--- src/rtl/ap3_fifo_reader.sv ---
// Drains a fixed-latency RAM FIFO into a valid/ready stream and sequences FIFO flushes.
// Define AP3_FIFO_READER_COUNT_EN to add the WORD_CNT stream handshake counter.
module ap3_fifo_reader #(
    parameter int RD_LAT       = 1,
    parameter int FLUSH_CYCLES = 2
) (
    input  logic        RCLK,
    input  logic        QRT,
    input  logic        EN,
    input  logic        FLUSH_REQ,
    input  logic [3:0]  FFLAGS,
    input  logic [31:0] RDATA,
    output logic        REN,
    output logic        FFLUSH,
    output logic [31:0] M_DATA,
    output logic        M_VALID,
    input  logic        M_READY,
    output logic        BUSY
`ifdef AP3_FIFO_READER_COUNT_EN
    ,
    output logic [15:0] WORD_CNT
`endif
);

    localparam int DEPTH = RD_LAT + 1;

    if (RD_LAT < 1 || RD_LAT > 2) begin : g_bad_rd_lat
        $error("ap3_fifo_reader: RD_LAT must be 1 or 2");
    end
    if (FLUSH_CYCLES < 1 || FLUSH_CYCLES > 15) begin : g_bad_flush_cycles
        $error("ap3_fifo_reader: FLUSH_CYCLES must be in 1..15");
    end

    typedef enum logic [1:0] {
        IDLE    = 2'd0,
        RUN     = 2'd1,
        FLUSH   = 2'd2,
        RECOVER = 2'd3
    } state_t;

    state_t      state;
    logic [3:0]  seq_cnt;
    logic        ren_last;

    logic [31:0] mem [4];
    logic [1:0]  wr_ptr;
    logic [1:0]  rd_ptr;
    logic [1:0]  occ;
    logic [RD_LAT-1:0] pipe;
    logic [RD_LAT:0]   pipe_ext;
    logic [1:0]  in_flight;
    logic [2:0]  demand;

    logic        pop;
    logic        capture;
    logic        flush_go;
    logic        unused_flags;

    function automatic logic [1:0] ptr_inc(input logic [1:0] p);
        return (p == 2'(DEPTH - 1)) ? 2'd0 : p + 2'd1;
    endfunction

    // Stream handshake: a word moves on an edge where M_VALID and M_READY are both 1;
    // M_VALID never drops and M_DATA never changes until that edge.
    assign M_VALID = (occ != 2'd0);
    assign M_DATA  = mem[rd_ptr];
    assign pop     = M_VALID && M_READY;

    assign capture  = pipe[RD_LAT-1];
    assign pipe_ext = {pipe, REN};
    assign flush_go = FLUSH_REQ && ((state == IDLE) || (state == RUN));

    always_comb begin
        in_flight = 2'd0;
        for (int i = 0; i < RD_LAT; i++) begin
            in_flight = in_flight + {1'b0, pipe[i]};
        end
    end

    // Credit the word leaving this edge so a full-rate stream keeps REN high every cycle.
    assign demand = {1'b0, occ} + {1'b0, in_flight} - {2'b00, pop};

    assign REN = (state == RUN) && EN && !FLUSH_REQ && !FFLAGS[0]
               && (demand < 3'(DEPTH))
               && (!ren_last || !FFLAGS[1]);

    assign unused_flags = ^FFLAGS[3:2];

    always_ff @(posedge RCLK) begin
        if (QRT) begin
            state    <= IDLE;
            FFLUSH   <= 1'b0;
            BUSY     <= 1'b0;
            seq_cnt  <= 4'd0;
            ren_last <= 1'b0;
        end else begin
            ren_last <= REN;
            case (state)
                IDLE: begin
                    if (flush_go) begin
                        state   <= FLUSH;
                        FFLUSH  <= 1'b1;
                        BUSY    <= 1'b1;
                        seq_cnt <= 4'(FLUSH_CYCLES - 1);
                    end else if (EN) begin
                        state <= RUN;
                    end
                end
                RUN: begin
                    if (flush_go) begin
                        state   <= FLUSH;
                        FFLUSH  <= 1'b1;
                        BUSY    <= 1'b1;
                        seq_cnt <= 4'(FLUSH_CYCLES - 1);
                    end else if (!EN && (pipe == '0)) begin
                        state <= IDLE;
                    end
                end
                FLUSH: begin
                    if (seq_cnt == 4'd0) begin
                        state   <= RECOVER;
                        FFLUSH  <= 1'b0;
                        seq_cnt <= 4'(RD_LAT);
                    end else begin
                        seq_cnt <= seq_cnt - 4'd1;
                    end
                end
                RECOVER: begin
                    if (seq_cnt == 4'd0) begin
                        state <= EN ? RUN : IDLE;
                        BUSY  <= 1'b0;
                    end else begin
                        seq_cnt <= seq_cnt - 4'd1;
                    end
                end
                default: begin
                    state  <= IDLE;
                    FFLUSH <= 1'b0;
                    BUSY   <= 1'b0;
                end
            endcase
        end
    end

    always_ff @(posedge RCLK) begin
        if (QRT) begin
            pipe   <= '0;
            wr_ptr <= 2'd0;
            rd_ptr <= 2'd0;
            occ    <= 2'd0;
            for (int i = 0; i < 4; i++) begin
                mem[i] <= 32'd0;
            end
        end else if (flush_go) begin
            pipe   <= '0;
            wr_ptr <= 2'd0;
            rd_ptr <= 2'd0;
            occ    <= 2'd0;
        end else begin
            pipe <= pipe_ext[RD_LAT-1:0];
            if (capture) begin
                mem[wr_ptr] <= RDATA;
                wr_ptr      <= ptr_inc(wr_ptr);
            end
            if (pop) begin
                rd_ptr <= ptr_inc(rd_ptr);
            end
            occ <= occ + {1'b0, capture} - {1'b0, pop};
        end
    end

`ifdef AP3_FIFO_READER_COUNT_EN
    logic [15:0] word_cnt;

    always_ff @(posedge RCLK) begin
        if (QRT || flush_go) begin
            word_cnt <= 16'd0;
        end else if (pop) begin
            word_cnt <= word_cnt + 16'd1;
        end
    end

    assign WORD_CNT = word_cnt;
`endif

endmodule

--- config.mk ---
export PLATFORM = sky130hd
export DESIGN_NAME = ap3_fifo_reader
export DESIGN_NICKNAME = d
export VERILOG_FILES = /design/src/rtl/ap3_fifo_reader.sv
export SDC_FILE = /design/constraint.sdc
export NUM_CORES = 1
export LEC_CHECK = 0
export ABC_AREA = 1
export CAP_MARGIN = 20
export CORE_MARGIN = 2
export CORE_UTILIZATION = 60
export CTS_BUF_LIST = sky130_fd_sc_hd__clkbuf_16
export CTS_CLUSTER_SIZE = 16
export DETAILED_ROUTE_END_ITERATION = 6
export PLACE_DENSITY = 0.87
export REMOVE_ABC_BUFFERS = 1
export SKIP_CTS_REPAIR_TIMING = 1
export SYNTH_ARGS = -nofsm -noshare
export SYNTH_HDL_FRONTEND = slang
export SYNTH_SLANG_ARGS = --single-unit
export TNS_END_PERCENT = 30
--- constraint.sdc ---
create_clock -name RCLK -period 6.1 [get_ports RCLK]
set_input_delay 0.915 -clock RCLK [delete_from_list [all_inputs] [get_ports RCLK]]
set_output_delay 0.915 -clock RCLK [all_outputs]
set_load 0.05 [all_outputs]
==> out/metrics.json <==
{
  "worstSetupStartpointType": "input pin",
  "pwr_density_cell_nw_per_um2": 305,
  "design.final.nets": 752,
  "power_frac_seq_pct": 47.5,
  "die_width_um": 107,
  "clock_tree.root_cell": "sky130_fd_sc_hd__clkbuf_16",
  "setup_violations": 0,
  "grt_util_all_layers_pct": 26.9,
  "route.met2.wl_mm": 7.79,
  "final_routed_drc_violation_total": 0,
  "worstSkewPairLatency_ps": 420,
  "synth_area_per_cell_um2": 9.99,
  "vdd_ir_drop_max_uv": 160,
  "worst_clock_skew_ps": 4.56,
  "clock_sink_count": 146,
  "outcome": "finished clean",
  "timing.final.crit_period_ps": 4390,
  "met3RoutedLength_mm": 1.31,
  "multi_input_comb_area_um2": 1680,
  "drt_iter0_markers": 455,
  "route.antenna.remaining_nets": 0,
  "syn_area_um2": 6390,
  "clk_pin_slew_worst_paths_ps": 60,
  "n_fill_cell": 664,
  "cellLeakagePower_uw": 0.00332,
  "chipHeight_um": 107,
  "drt_wl_total_mm": 14.8,
  "synthesis.instances": 640,
  "comb_power_share_pct": 7.0,
  "sw_frac_of_total_pct": 22.1,
  "first_pass_grt_wire_length_mm": 23.1,
  "numPlacedInstances": 823,
  "stdcell_count": 856,
  "grt_max_degree": 66,
  "fin_ws_ps": 1710,
  "final.setup.tns_ps": 0,
  "dpl_cell_area_um2": 7180,
  "post_route_cells_drive_above_1_share_pct": 6.94,
  "antennaDiodeCount": 0,
  "wl_met1_mm": 5.38,
  "slowest_stage": "sky130_fd_sc_hd__clkdlybuf4s50_1",
  "critical_path_required_ps": 5180,
  "wire_length_per_cell_after_detailed_routing_um": 17.3,
  "intPower_uw": 1860,
  "final_cell_mix": "sky130_fd_sc_hd__nor2_1, sky130_fd_sc_hd__edfxtp_1, sky130_fd_sc_hd__inv_1",
  "detailroute.via_count": 4795,
  "fp.dieArea_um2": 11500,
  "highest_attainable_clock_frequency_mhz": 228,
  "ff_latch_area_um2": 4210,
  "grt_setup_unrepaired": "no",
  "ys_warn_count": 0,
  "critical_path_class": "in -> out",
  "cts_buffers": 17,
  "report.final.hold_viol_count": 0,
  "hold-worst-slack_ps": 443,
  "cp.arrival_ps": 3470,
  "initial_core_util_pct": 61.9,
  "post-route-period-util_pct": 71.9,
  "total_core_area_um2": 10300,
  "cpPeakStageDelay_ps": 810,
  "h-tree-depth": 4,
  "routed.top_layer": "met4",
  "clkPwrFrac_pct": 45.5,
  "synth-seq-area-share_pct": 65.8,
  "worstSetupEndpointType": "output port",
  "hold_class": "reg -> reg",
  "drt_first_pass_iters": 4,
  "maxCapViolCount": 0,
  "timing.final.max_slew_violations": 0,
  "first_global_vias": 4919,
  "detailedPlace.worstSlack_ps": 1720,
  "viasPerCell": 5.60,
  "std_cell_rows": 37,
  "power_switching_uw": 527,
  "syn_to_final_growth_pct": 22.3,
  "cts_buffer_depth": 2,
  "design.portCount": 77,
  "cp_common_cell": "sky130_fd_sc_hd__nand2_1",
  "critical_path_peak_fanout": 4,
  "stdcell_area_um2": 7820,
  "grt_antenna_before_repair": 0,
  "worst_slew_margin_pct": 32.1,
  "final_weighted_congestion_in_routability_driven_placement": 0.867,
  "grt-ovfl-total": 0,
  "count_of_input_and_output_buffers": 74,
  "post_synth_num_cell_types": 25,
  "most_frequent_standard_cell_in_the_layout_excluding_fill_and_tap_cells": "sky130_fd_sc_hd__nor2_1",
  "max_slew.worst_pin.slew_ps": 1020,
  "place_hpwl_mm": 7.90,
  "cts_tree": "done",
  "worstPathCellList": "clkdlybuf4s50_1 -> nand2_1 -> nand2_1 -> nand2_1 -> ha_1 -> fa_1 -> nor2_1 -> nand3_1 -> nor2_1 -> clkdlybuf4s50_1",
  "synth.ff_latch_count": 146
}
## cells in the mapped netlist (all sizes together)
library cell	number	share of area [%]
fa	1	0.31
o22ai	32	3.1
nor2	180	11
dfxtp	18	5.6
clkbuf	18	1.1
nand2	61	3.7
buf	14	1.8
clkinv	1	0.059
xor2	1	0.14
a21oi	6	0.47
inv	90	5.3
o211ai	1	0.12
nand3	12	0.94
a41oi	1	0.14
or2	2	0.20
nor3	3	0.23
edfxtp	128	60
o21ai	68	5.3
ha	3	0.59
## kinds of logic (layout without fill, tap and decap cells)
| group | count (synthesis) | in the layout | share of synthesized area (%) |
|---|---|---|---|
| AOI/OAI and AO/OA | 108 | 108 | 9.18 |
| xor gates and xnor gates | 1 | 1 | 0.137 |
| adders and majority gates | 4 | 4 | 0.900 |
| buffers and inverters | 123 | 203 | 8.16 |
| DFF | 146 | 146 | 65.8 |
| and+or+nand+nor | 258 | 258 | 15.9 |
## cell type report
| cell class | count | share of cell area, % |
|---|---|---|
| Tap cell | 136 | 2.18 |
| Inverter | 91 | 4.37 |
| Sequential cell | 146 | 53.8 |
| Clock inverter | 15 | 2.46 |
| Multi-Input combinational cell | 371 | 21.5 |
| Clock buffer | 17 | 5.44 |
| Timing Repair Buffer | 80 | 10.2 |
## worst max-delay path: cells and delay by family
kind | cells | cell delay (ps)
buf+inv | 2 | 1280
simple gates | 6 | 590
fa+ha+maj | 2 | 680
## metal layers
| layer | track usage [%] | vias up |
|---|---|---|
| met3 | 8.27 | 35 |
| met2 | 47.1 | 209 |
| met4 | 10.9 | 0 |
| met5 | 0 | - |
| li1 | - | 2254 |
| met1 | 30.7 | 2297 |
## worst paths after layout
kind | from | to | slack, ps | depth (start not counted)
worst min register to register | rd_ptr[1] | flip-flop | 440 | 2
worst min-delay path | rd_ptr[1] | flip-flop | 440 | 2
worst max-delay path | M_READY | REN | 1710 | 10
worst max register to register | state[1] | mem[0][29] | 3320 | 6
## flip-flops by register name, indices dropped and copies added, names as in the netlist, named ones only
name and cells:
rd_ptr 2, BUSY 1, occ 2, mem 128, wr_ptr 2, capture 1
state 2, ren_last 1, seq_cnt 4, FFLUSH 1
## power groups by stage
stage / sequential (µW) / clock [µW] / combinational (µW)
floorplan: 1150 / 0 / 89.5
global placement: 1150 / 0 / 162
detailed placement: 1150 / 0 / 165
CTS: 1130 / 1090 / 167
global route: 1140 / 1130 / 180
finish: 1130 / 1090 / 168
## metrics by stage
step           util (%)  power, µW
2_1_floorplan         -       1240
3_3_place_gp       69.5       1310
3_5_place_dp       69.5       1320
4_1_cts            75.5       2390
5_1_grt            75.7       2450
6_report           75.7       2390
(Power assumes the default switching activity.)
